`src/rtl/mem_access_stage.sv`:
```
// mem_access_stage: pipeline MEM stage between the EX/MEM and MEM/WB registers.
//
// Runs loads and stores on a single-port data bus that uses a req/ack handshake.
// It also formats load data (byte or halfword select, sign or zero extension).
// A stall is requested while an access is outstanding.
// Non-memory instructions pass through in the same cycle.
//
// Optional feature (compile-time macro MEM_TIMEOUT_EN):
//   A WAIT-state watchdog aborts an access that has not been acknowledged after
//   TIMEOUT_CYCLES cycles. It then pulses bus_err and suppresses the writeback.
//   When the macro is undefined, WAIT is held indefinitely and bus_err is tied to 0.
//
// Ports:
//   clk, rst          clock; synchronous active-high reset
//   ex_regDest        destination register from EX/MEM (0 = no writeback)
//   ex_value          ALU result / effective address
//   ex_memOp          0 NONE, 1 LB, 2 LBU, 3 LH, 4 LHU, 5 LW, 6 SB, 7 SH, 8 SW (9-15 = NONE)
//   ex_storeData      store source register value
//   mem_regDest       destination register to MEM/WB
//   mem_value         result value to MEM/WB
//   stall_req         freeze the upstream pipeline
//   misalign_exc      misaligned access flag (combinational)
//   dmem_req/we/addr/wdata/be   registered data-bus request
//   dmem_rdata        read data, valid with dmem_ack
//   dmem_ack          one-cycle completion pulse
//   bus_err           timeout abort pulse

module mem_access_stage #(
    parameter int ADDR_W         = 32,
    parameter int TIMEOUT_CYCLES = 255
) (
    input  logic              clk,
    input  logic              rst,
    input  logic [4:0]        ex_regDest,
    input  logic [31:0]       ex_value,
    input  logic [3:0]        ex_memOp,
    input  logic [31:0]       ex_storeData,
    output logic [4:0]        mem_regDest,
    output logic [31:0]       mem_value,
    output logic              stall_req,
    output logic              misalign_exc,
    output logic              dmem_req,
    output logic              dmem_we,
    output logic [ADDR_W-1:0] dmem_addr,
    output logic [31:0]       dmem_wdata,
    output logic [3:0]        dmem_be,
    input  logic [31:0]       dmem_rdata,
    input  logic              dmem_ack,
    output logic              bus_err
);

    localparam logic [3:0] OP_LB  = 4'd1;
    localparam logic [3:0] OP_LBU = 4'd2;
    localparam logic [3:0] OP_LH  = 4'd3;
    localparam logic [3:0] OP_LHU = 4'd4;
    localparam logic [3:0] OP_LW  = 4'd5;
    localparam logic [3:0] OP_SB  = 4'd6;
    localparam logic [3:0] OP_SH  = 4'd7;
    localparam logic [3:0] OP_SW  = 4'd8;

    typedef enum logic [1:0] {IDLE, WAIT, DONE} state_t;

    state_t state, state_next;

    logic              is_load, is_store, is_mem, misaligned, issue;
    logic [3:0]        st_be;
    logic [31:0]       st_wdata;
    logic [ADDR_W-1:0] aligned_addr;

    logic [4:0]        regdest_q;
    logic [3:0]        op_q;
    logic [1:0]        offset_q;
    logic [31:0]       rdata_q;
    logic              op_q_is_load;
    logic [7:0]        ld_byte;
    logic [15:0]       ld_half;
    logic [31:0]       ld_data;
    logic              timeout_hit;
    logic              abort_q;

`ifdef MEM_TIMEOUT_EN
    localparam int CNT_W = (TIMEOUT_CYCLES > 255) ? $clog2(TIMEOUT_CYCLES + 1) : 8;
    localparam logic [CNT_W-1:0] CNT_LAST = CNT_W'(TIMEOUT_CYCLES - 1);

    logic [CNT_W-1:0] wait_cnt;
    logic             timed_out;

    // The counter holds the number of WAIT cycles already spent without ack.
    // The last permitted cycle aborts at its edge unless ack arrives in that same cycle.
    assign timeout_hit = (state == WAIT) && !dmem_ack && (wait_cnt == CNT_LAST);
    assign abort_q     = timed_out;
`else
    assign timeout_hit = 1'b0;
    assign abort_q     = 1'b0;
`endif

    // Word-align the effective address and fit it to the bus width.
    generate
        if (ADDR_W == 32) begin : g_addr_eq
            assign aligned_addr = {ex_value[31:2], 2'b00};
        end else if (ADDR_W > 32) begin : g_addr_wide
            assign aligned_addr = {{(ADDR_W-32){1'b0}}, ex_value[31:2], 2'b00};
        end else begin : g_addr_narrow
            assign aligned_addr = {ex_value[ADDR_W-1:2], 2'b00};
        end
    endgenerate

    // Decode the incoming op.
    // Misalignment only applies to halfword and word accesses.
    always_comb begin
        is_load    = (ex_memOp >= OP_LB) && (ex_memOp <= OP_LW);
        is_store   = (ex_memOp >= OP_SB) && (ex_memOp <= OP_SW);
        is_mem     = is_load || is_store;
        misaligned = 1'b0;
        case (ex_memOp)
            OP_LH, OP_LHU, OP_SH: misaligned = ex_value[0];
            OP_LW, OP_SW:         misaligned = |ex_value[1:0];
            default:              misaligned = 1'b0;
        endcase
        issue = is_mem && !misaligned;
    end

    // Build store lanes: replicate the byte or halfword across the word.
    // Enable only the addressed lanes.
    // A load reads the full word and picks the lane when data returns.
    always_comb begin
        st_be    = 4'b1111;
        st_wdata = 32'd0;
        case (ex_memOp)
            OP_SB: begin
                st_be    = 4'b0001 << ex_value[1:0];
                st_wdata = {4{ex_storeData[7:0]}};
            end
            OP_SH: begin
                st_be    = ex_value[1] ? 4'b1100 : 4'b0011;
                st_wdata = {2{ex_storeData[15:0]}};
            end
            OP_SW:   st_wdata = ex_storeData;
            default: st_wdata = 32'd0;
        endcase
    end

    // Select the addressed lane of the returned word and extend it according to the latched op.
    always_comb begin
        case (offset_q)
            2'd0:    ld_byte = dmem_rdata[7:0];
            2'd1:    ld_byte = dmem_rdata[15:8];
            2'd2:    ld_byte = dmem_rdata[23:16];
            default: ld_byte = dmem_rdata[31:24];
        endcase
        ld_half = offset_q[1] ? dmem_rdata[31:16] : dmem_rdata[15:0];
        case (op_q)
            OP_LB:   ld_data = {{24{ld_byte[7]}}, ld_byte};
            OP_LBU:  ld_data = {24'd0, ld_byte};
            OP_LH:   ld_data = {{16{ld_half[15]}}, ld_half};
            OP_LHU:  ld_data = {16'd0, ld_half};
            default: ld_data = dmem_rdata;
        endcase
        op_q_is_load = (op_q >= OP_LB) && (op_q <= OP_LW);
    end

    // State register.
    always_ff @(posedge clk) begin
        if (rst) begin
            state <= IDLE;
        end else begin
            state <= state_next;
        end
    end

    // Next-state and MEM/WB outputs.
    // While reset is held, every combinational output is forced to zero.
    // The DONE cycle has no stall, so MEM/WB captures the result at that edge.
    always_comb begin
        state_next   = state;
        mem_regDest  = 5'd0;
        mem_value    = 32'd0;
        stall_req    = 1'b0;
        misalign_exc = 1'b0;
        bus_err      = 1'b0;
        if (!rst) begin
            case (state)
                IDLE: begin
                    if (!is_mem) begin
                        mem_regDest = ex_regDest;
                        mem_value   = ex_value;
                    end else if (misaligned) begin
                        misalign_exc = 1'b1;
                    end else begin
                        stall_req  = 1'b1;
                        state_next = WAIT;
                    end
                end
                WAIT: begin
                    stall_req = 1'b1;
                    if (dmem_ack || timeout_hit) begin
                        state_next = DONE;
                    end
                end
                DONE: begin
                    state_next = IDLE;
                    bus_err    = abort_q;
                    if (op_q_is_load && !abort_q) begin
                        mem_regDest = regdest_q;
                        mem_value   = rdata_q;
                    end
                end
                default: state_next = IDLE;
            endcase
        end
    end

    // Bus request registers and the access context latched at issue.
    // The request fields stay stable through WAIT.
    // Only dmem_req drops on completion, abort or reset.
    always_ff @(posedge clk) begin
        if (rst) begin
            dmem_req   <= 1'b0;
            dmem_we    <= 1'b0;
            dmem_addr  <= '0;
            dmem_wdata <= 32'd0;
            dmem_be    <= 4'd0;
            rdata_q    <= 32'd0;
            regdest_q  <= 5'd0;
            op_q       <= 4'd0;
            offset_q   <= 2'd0;
`ifdef MEM_TIMEOUT_EN
            wait_cnt   <= '0;
            timed_out  <= 1'b0;
`endif
        end else begin
            case (state)
                IDLE: begin
                    if (issue) begin
                        dmem_req   <= 1'b1;
                        dmem_we    <= is_store;
                        dmem_addr  <= aligned_addr;
                        dmem_wdata <= st_wdata;
                        dmem_be    <= st_be;
                        regdest_q  <= ex_regDest;
                        op_q       <= ex_memOp;
                        offset_q   <= ex_value[1:0];
`ifdef MEM_TIMEOUT_EN
                        wait_cnt   <= '0;
                        timed_out  <= 1'b0;
`endif
                    end
                end
                WAIT: begin
                    if (dmem_ack) begin
                        dmem_req <= 1'b0;
                        rdata_q  <= ld_data;
                    end else begin
`ifdef MEM_TIMEOUT_EN
                        wait_cnt <= wait_cnt + 1'b1;
                        if (timeout_hit) begin
                            dmem_req  <= 1'b0;
                            timed_out <= 1'b1;
                        end
`endif
                    end
                end
                default: begin
                end
            endcase
        end
    end

endmodule

```
`config.mk`:
```
export PLATFORM = sky130hd
export DESIGN_NAME = mem_access_stage
export DESIGN_NICKNAME = d
export VERILOG_FILES = /design/src/rtl/mem_access_stage.sv
export SDC_FILE = /design/constraint.sdc
export NUM_CORES = 1
export LEC_CHECK = 0
export BUFFER_PORTS_ARGS = -buffer_cell sky130_fd_sc_hd__buf_2
export CORE_MARGIN = 1
export CORE_UTILIZATION = 45
export CTS_CLUSTER_SIZE = 40
export DETAILED_ROUTE_END_ITERATION = 8
export PLACE_DENSITY = 0.85
export SLEW_MARGIN = 10
export SYNTH_ARGS = -nofsm -noshare
export SYNTH_HDL_FRONTEND = slang
export SYNTH_SLANG_ARGS = --single-unit
```
`constraint.sdc`:
```
create_clock -name clk -period 2 [get_ports clk]
set_input_delay 0.1 -clock clk [delete_from_list [all_inputs] [get_ports clk]]
set_output_delay 0.1 -clock clk [all_outputs]
set_load 0.02 [all_outputs]
```
## After elaboration in Yosys (flattened, before gate mapping)

Cells that the tools add are included.

| word-level totals | value |
|---|---|
| bits in registers | 113 |
| output and inout bits | 110 |
| word-level logic and storage cells | 81 |
| input bits | 108 |

| cells by class | value |
|---|---|
| shift operators | 1 |
| reduce and logical (&&, ||, !) cells | 16 |
| muxes and demuxes | 30 |
| equality and inequality tests | 18 |
| $lt $le $gt $ge | 6 |

Operators by type and width:

| cell | number |
|---|---|
| 32-bit one-hot mux with 4 select lines | 1 |
| 32-bit 2-to-1 mux | 3 |
| 32-bit one-hot mux with 3 select lines | 1 |
| 32-bit one-hot mux with 2 select lines | 1 |
| 8-bit one-hot mux with 3 select lines | 1 |
| 4-bit by 3-bit equality test with 1-bit output (second input constant) | 5 |
| 16-bit 2-to-1 mux | 1 |
| 5-bit 2-to-1 mux | 3 |
| 4-bit by 2-bit equality test with 1-bit output (second input constant) | 3 |
| 5-bit one-hot mux with 2 select lines | 1 |
| 1-bit 2-to-1 mux | 9 |
| 4-bit by 1-bit greater-or-equal comparator with 1-bit output (second input constant) | 2 |
| 4-bit by 3-bit less-or-equal comparator with 1-bit output (second input constant) | 2 |
| 2-bit != test (second input constant) | 4 |
| 4-bit one-hot mux with 2 select lines | 1 |
| 2-bit 2-to-1 mux | 3 |
| 1-bit one-hot mux with 2 select lines | 3 |
| 3-bit AND reduction | 2 |
| 2-bit by 1-bit equality test with 1-bit output (second input constant) | 2 |
| 2-bit equality test (second input constant) | 2 |
| 4-bit by 1-bit equality test with 1-bit output (second input constant) | 1 |
| 4-bit equality test (second input constant) | 1 |
| 4-bit by 3-bit greater-or-equal comparator with 1-bit output (second input constant) | 1 |
| 4-bit less-or-equal comparator (second input constant) | 1 |
| 11 further kinds | 17 |

## Depth between registers and ports, before layout

| logic depth | value |
|---|---|
| depth in word-level cells | 7 |
| depth in mapped cells | 8 |
| depth with buffers taken out | 4 |

## Least setup slack after synthesis

No wires, ideal clock.

| path | value |
|---|---|
| kind | register to output |
| start | register op_q[2] |
| end | output mem_regDest[0] |
| data arrival time | 1.991 ns |
| required time | 1.900 ns |
| setup slack | -0.091 ns |
| buffers on the path | 2 |
| stages on the path, launching flop included | 7 |
| path through | dfxtp_1 > clkbuf_1 > a211o_1 > nor3b_1 > buf_2 > a22oi_1 > nor2_1 |

| on the way | value |
|---|---|
| cells in the longest elaborated chain, start to end | 5 |
| elaborated cells on any way between the ends | 6 |
| those cells by class | order compare: 2; mux: 3; reduce/logical: 1 |

Ends and longest elaborated chain:

| what | RTL line | source |
|---|---|---|
| start, declared | 71 | `logic [3:0] op_q;` |
| start signal, assigned | 241 | `op_q <= ex_memOp;` |
| 4-bit by 1-bit greater-or-equal comparator with 1-bit output / 4-bit by 3-bit less-or-equal comparator with 1-bit output (equally long branches) | 159 | `op_q_is_load = (op_q >= OP_LB) && (op_q <= OP_LW);` |
| 1-bit logical AND * | 159 |  |
| 5-bit 2-to-1 mux * | 203 | `if (op_q_is_load && !abort_q) begin` |
| 5-bit one-hot mux with 2 select lines * | 182 | `case (state)` |
| 5-bit 2-to-1 mux * | 181 | `if (!rst) begin` |
| end, declared | 38 | `output logic [4:0] mem_regDest,` |

Mark *: on every way between the ends. The rest lies on a longest branch, timed or not.

## Worst setup path in the final report

| path | value |
|---|---|
| start | register op_q[1] |
| end | output mem_value[5] |

| on the way | value |
|---|---|
| cells in the longest elaborated chain, start to end | 5 |
| elaborated cells on any way between the ends | 6 |
| those cells by class | order compare: 2; mux: 3; reduce/logical: 1 |

Ends and longest elaborated chain:

| what | RTL line | source |
|---|---|---|
| 4-bit by 1-bit greater-or-equal comparator with 1-bit output / 4-bit by 3-bit less-or-equal comparator with 1-bit output (equally long branches) | 159 |  |
| 1-bit logical AND * | 159 |  |
| 32-bit 2-to-1 mux * | 203 |  |
| 32-bit one-hot mux with 2 select lines * | 182 |  |
| 32-bit 2-to-1 mux * | 181 |  |
| end, declared | 39 | `output logic [31:0] mem_value,` |

Marked as above.

==> results.cfg <==
[placement]
gp_congestion = 0.8773
hpwlAfterDp_um = 13740
place_area_um2 = 7161
dp_cells = 1021
port_buffers = 214

[synth]
yosysUniqueCellTypes = 57
async_flop_share_pct = 0
postSynthCellCount = 677
synth_common_cells = dfxtp_1, nor2_1, a21oi_1
synth_compound_area_share_pct = 31.82
netlist_area_um2 = 5824
synth.most_common_cell = dfxtp_1
synth_ff_type = dfxtp_1
seq_area_frac_synth_pct = 38.84
synth-edff-count = 0
ys_warn_count = 0
yosys.area_share.simple_pct = 16.31
netlist.top_cell.by_area = dfxtp_1
synth_seq_cells = 113
synthMuxAreaShare_pct = 5.865
synth_area_leaders = dfxtp_1, a22oi_1, a21oi_1
synth-xor-area-share_pct = 0.1504
synth_top_family_by_area = compound AO/OA/AOI/OAI gates
synth_top_area_share_pct = 38.84
synthAdderAreaFrac_pct = 0
synth.avg_cell_area_um2 = 8.603

[route]
routed_via_density = 6.361
wl_per_cell_um = 21.05
drc = 0
dr.pass1.iters = 7
num_vias = 7258
drtAntennaViolNets = 0
totalWireLength_um = 24020
drtIter0Drc = 990

[layout]
diodes = 0
fin_cells = 1141
n_fill_cell = 890
final_util_pct = 69.62
syn_to_final_growth_pct = 50.85
design_area_um2 = 8786
drive_above_1_share_pct = 34.67
final_nets = 1065

[die]
rows = 41
core_um2 = 12620
fp.dieH_um = 115.8
ios = 218
start_util_pct = 46.15
die_area_um2 = 13400
die-width_um = 115.8

[global_routing]
grt_max_degree = 38
grt_pass1_vias = 6894
grt_first_pass_wirelength_um = 35750
grt_use_total_pct = 35.01
antenna_found_initial = 0
grt_remaining_overflow = 0

[critical_path]
rrSetupSlack_ps = 120
critPathArrivalTime_ps = 2040
cpPeakStageDelay_ps = 340
crit_type = reg -> out
r2r_start = state[0]
cpLargestDelayFamily = buffers and inverters
crit_path_frequent_cell = buf_6
path_cells = a211o_1 > nor3b_4 > buf_6 > buf_6 > a22oi_2 > nor2_1 > buf_4
crit_required_ps = 1900
r2r_cells = 5
critPathSlowestCell = dfxtp_4
cp_max_fo = 6
critPathCaptureType = output pin
start_kind = flip-flop
path_buf_inv = 3
timing.rr.end = dmem_wdata[11]

[timing]
period_share_pct = 106.9
clock_skew_ps = 11.70
timing.fmax_mhz = 467.7
drv_slew = 0
hold_viol_final = 0
setup_viol = 37
period_minus_slack_ps = 2138
hold_ws_ps = 15.71
max-slew-margin-rel_pct = 51.26
rsz0062_at_grt = true
worst_slew_pin_slew_ps = 728.4
setup_ws_ps = -137.9

[clock_tree]
cts-root-buf = clkbuf_16
h-tree-depth = 4
cts_inserted_buffers = 17
cts_tree = built
clk_latency_ps = 420
clock_sinks = 113
cts_buffer_depth = 2
cts.clk_slew.worst_paths_ps = 50

[worst_hold_path]
min_from = dmem_rdata[25]
hold-path-cell-count = 3
hp-class = in -> reg
hold_end = rdata_q[25]

[pwr]
p_leak_nw = 3.698
ir_worst_vdd_mv = 0.6826
power_density_nw_per_um2 = 778.7

[outcome]
outcome = finished, violations left
failed_checks = setup timing

[job]
cap_violations = 0
-- metrics by stage --
stage               setup WS (ps)  TNS [ps]  total power (W)
finish                     -137.9     -1951         0.006842
global route               -146.9     -4342         0.007088
CTS                        -42.22    -613.6         0.006738
detailed placement          83.03         0         0.003967
global placement            116.3         0         0.003943
floorplan                   84.63         0         0.003442
-- repair_timing --
action,CTS,global route
gates resized for setup,56,16
hold buffers,77,0
gates cloned,2,1
setup buffers,8,1
pin swaps,2,4
setup endpoints to repair,38,40
endpoints found under the hold margin,77,0
-- registers in the layout (all words and copies together) (netlist names) --
| register | cells |
|---|---|
| dmem_req | 1 |
| dmem_addr | 30 |
| dmem_be | 4 |
| offset_q | 2 |
| dmem_wdata | 32 |
| state | 2 |
| rdata_q | 32 |
| dmem_we | 1 |
| regdest_q | 5 |
| op_q | 4 |
-- final cells by class --
class	instances	area, um^2	share of cell area [%]
multi-input cells	476	3316	37.74
flip-flops and latches	113	2273	25.88
inverters	5	18.77	0.2136
repair buffers	344	2462	28.03
well taps	172	215.2	2.449
clock inverters	6	35.03	0.3987
clock buffers	25	465.4	5.298
-- layer usage --
layer  global-route usage, %  wire length (um)  vias to the layer above
li1                        -                 -                     3178
met4                   18.12               995                        0
met1                   40.42              8965                     3384
met2                   59.37             11620                      574
met5                       0                 0                        -
met3                   9.571              2442                      122
-- power breakdown --
part	internal, W	leakage (nW)	switching (W)
clock network	0.00160	0.241	0.00104
logic	0.000705	2.53	0.000991
registers	0.00241	0.925	0.000108
-- worst reg2reg max path, stage by stage, from the launching register on --
cell and delay, ps:
dfxtp_4 350, buf_4 140, nor3_1 210, o2111ai_1 190, or3_1 620, o2bb2ai_1 300
-- cells in the final DEF, fill, tap and decap left out, drive strengths merged, types with 3 or more instances in the layout --
master and count:
buf 266, dfxtp 113, dlygate4sd3 77, nor2 74, a21oi 67, a22oi 45, o31ai 41, nand4 41
a211oi 28, nand2 26, clkbuf 26, o2bb2ai 16, mux2i 15, a31oi 15, nor3 13, o21ai 11
mux4 8, a22o 8, o2111a 7, nor4 7, o221ai 7, inv 5, a311oi 4, clkinv 4
nand3b 3, and3b 3, or3 3, conb 3, a211o 3
-- worst max-delay path by stage --
stage	from	to	slack [ps]	depth (start not counted)
2_1_floorplan	ex_memOp[1]	stall_req	80	7
3_3_place_gp	ex_memOp[3]	mem_value[22]	120	7
3_5_place_dp	ex_memOp[1]	dmem_wdata[14]	80	6
4_1_cts	op_q[1]	mem_value[1]	-40	7
5_1_grt	op_q[2]	mem_value[13]	-150	8
6_report	op_q[1]	mem_value[5]	-140	7
-- logic make-up (layout without fill, tap and decap cells) --
kind of cell | after synthesis | in the layout
flip-flops | 113 | 113
other | 1 | 3
multiplexers | 24 | 24
AND/OR/NAND/NOR | 186 | 186
buffers and inverters | 90 | 380
AO/OA/AOI/OAI | 262 | 262
XOR/XNOR | 1 | 1
Note: power is estimated with default switching activity, not from simulation.
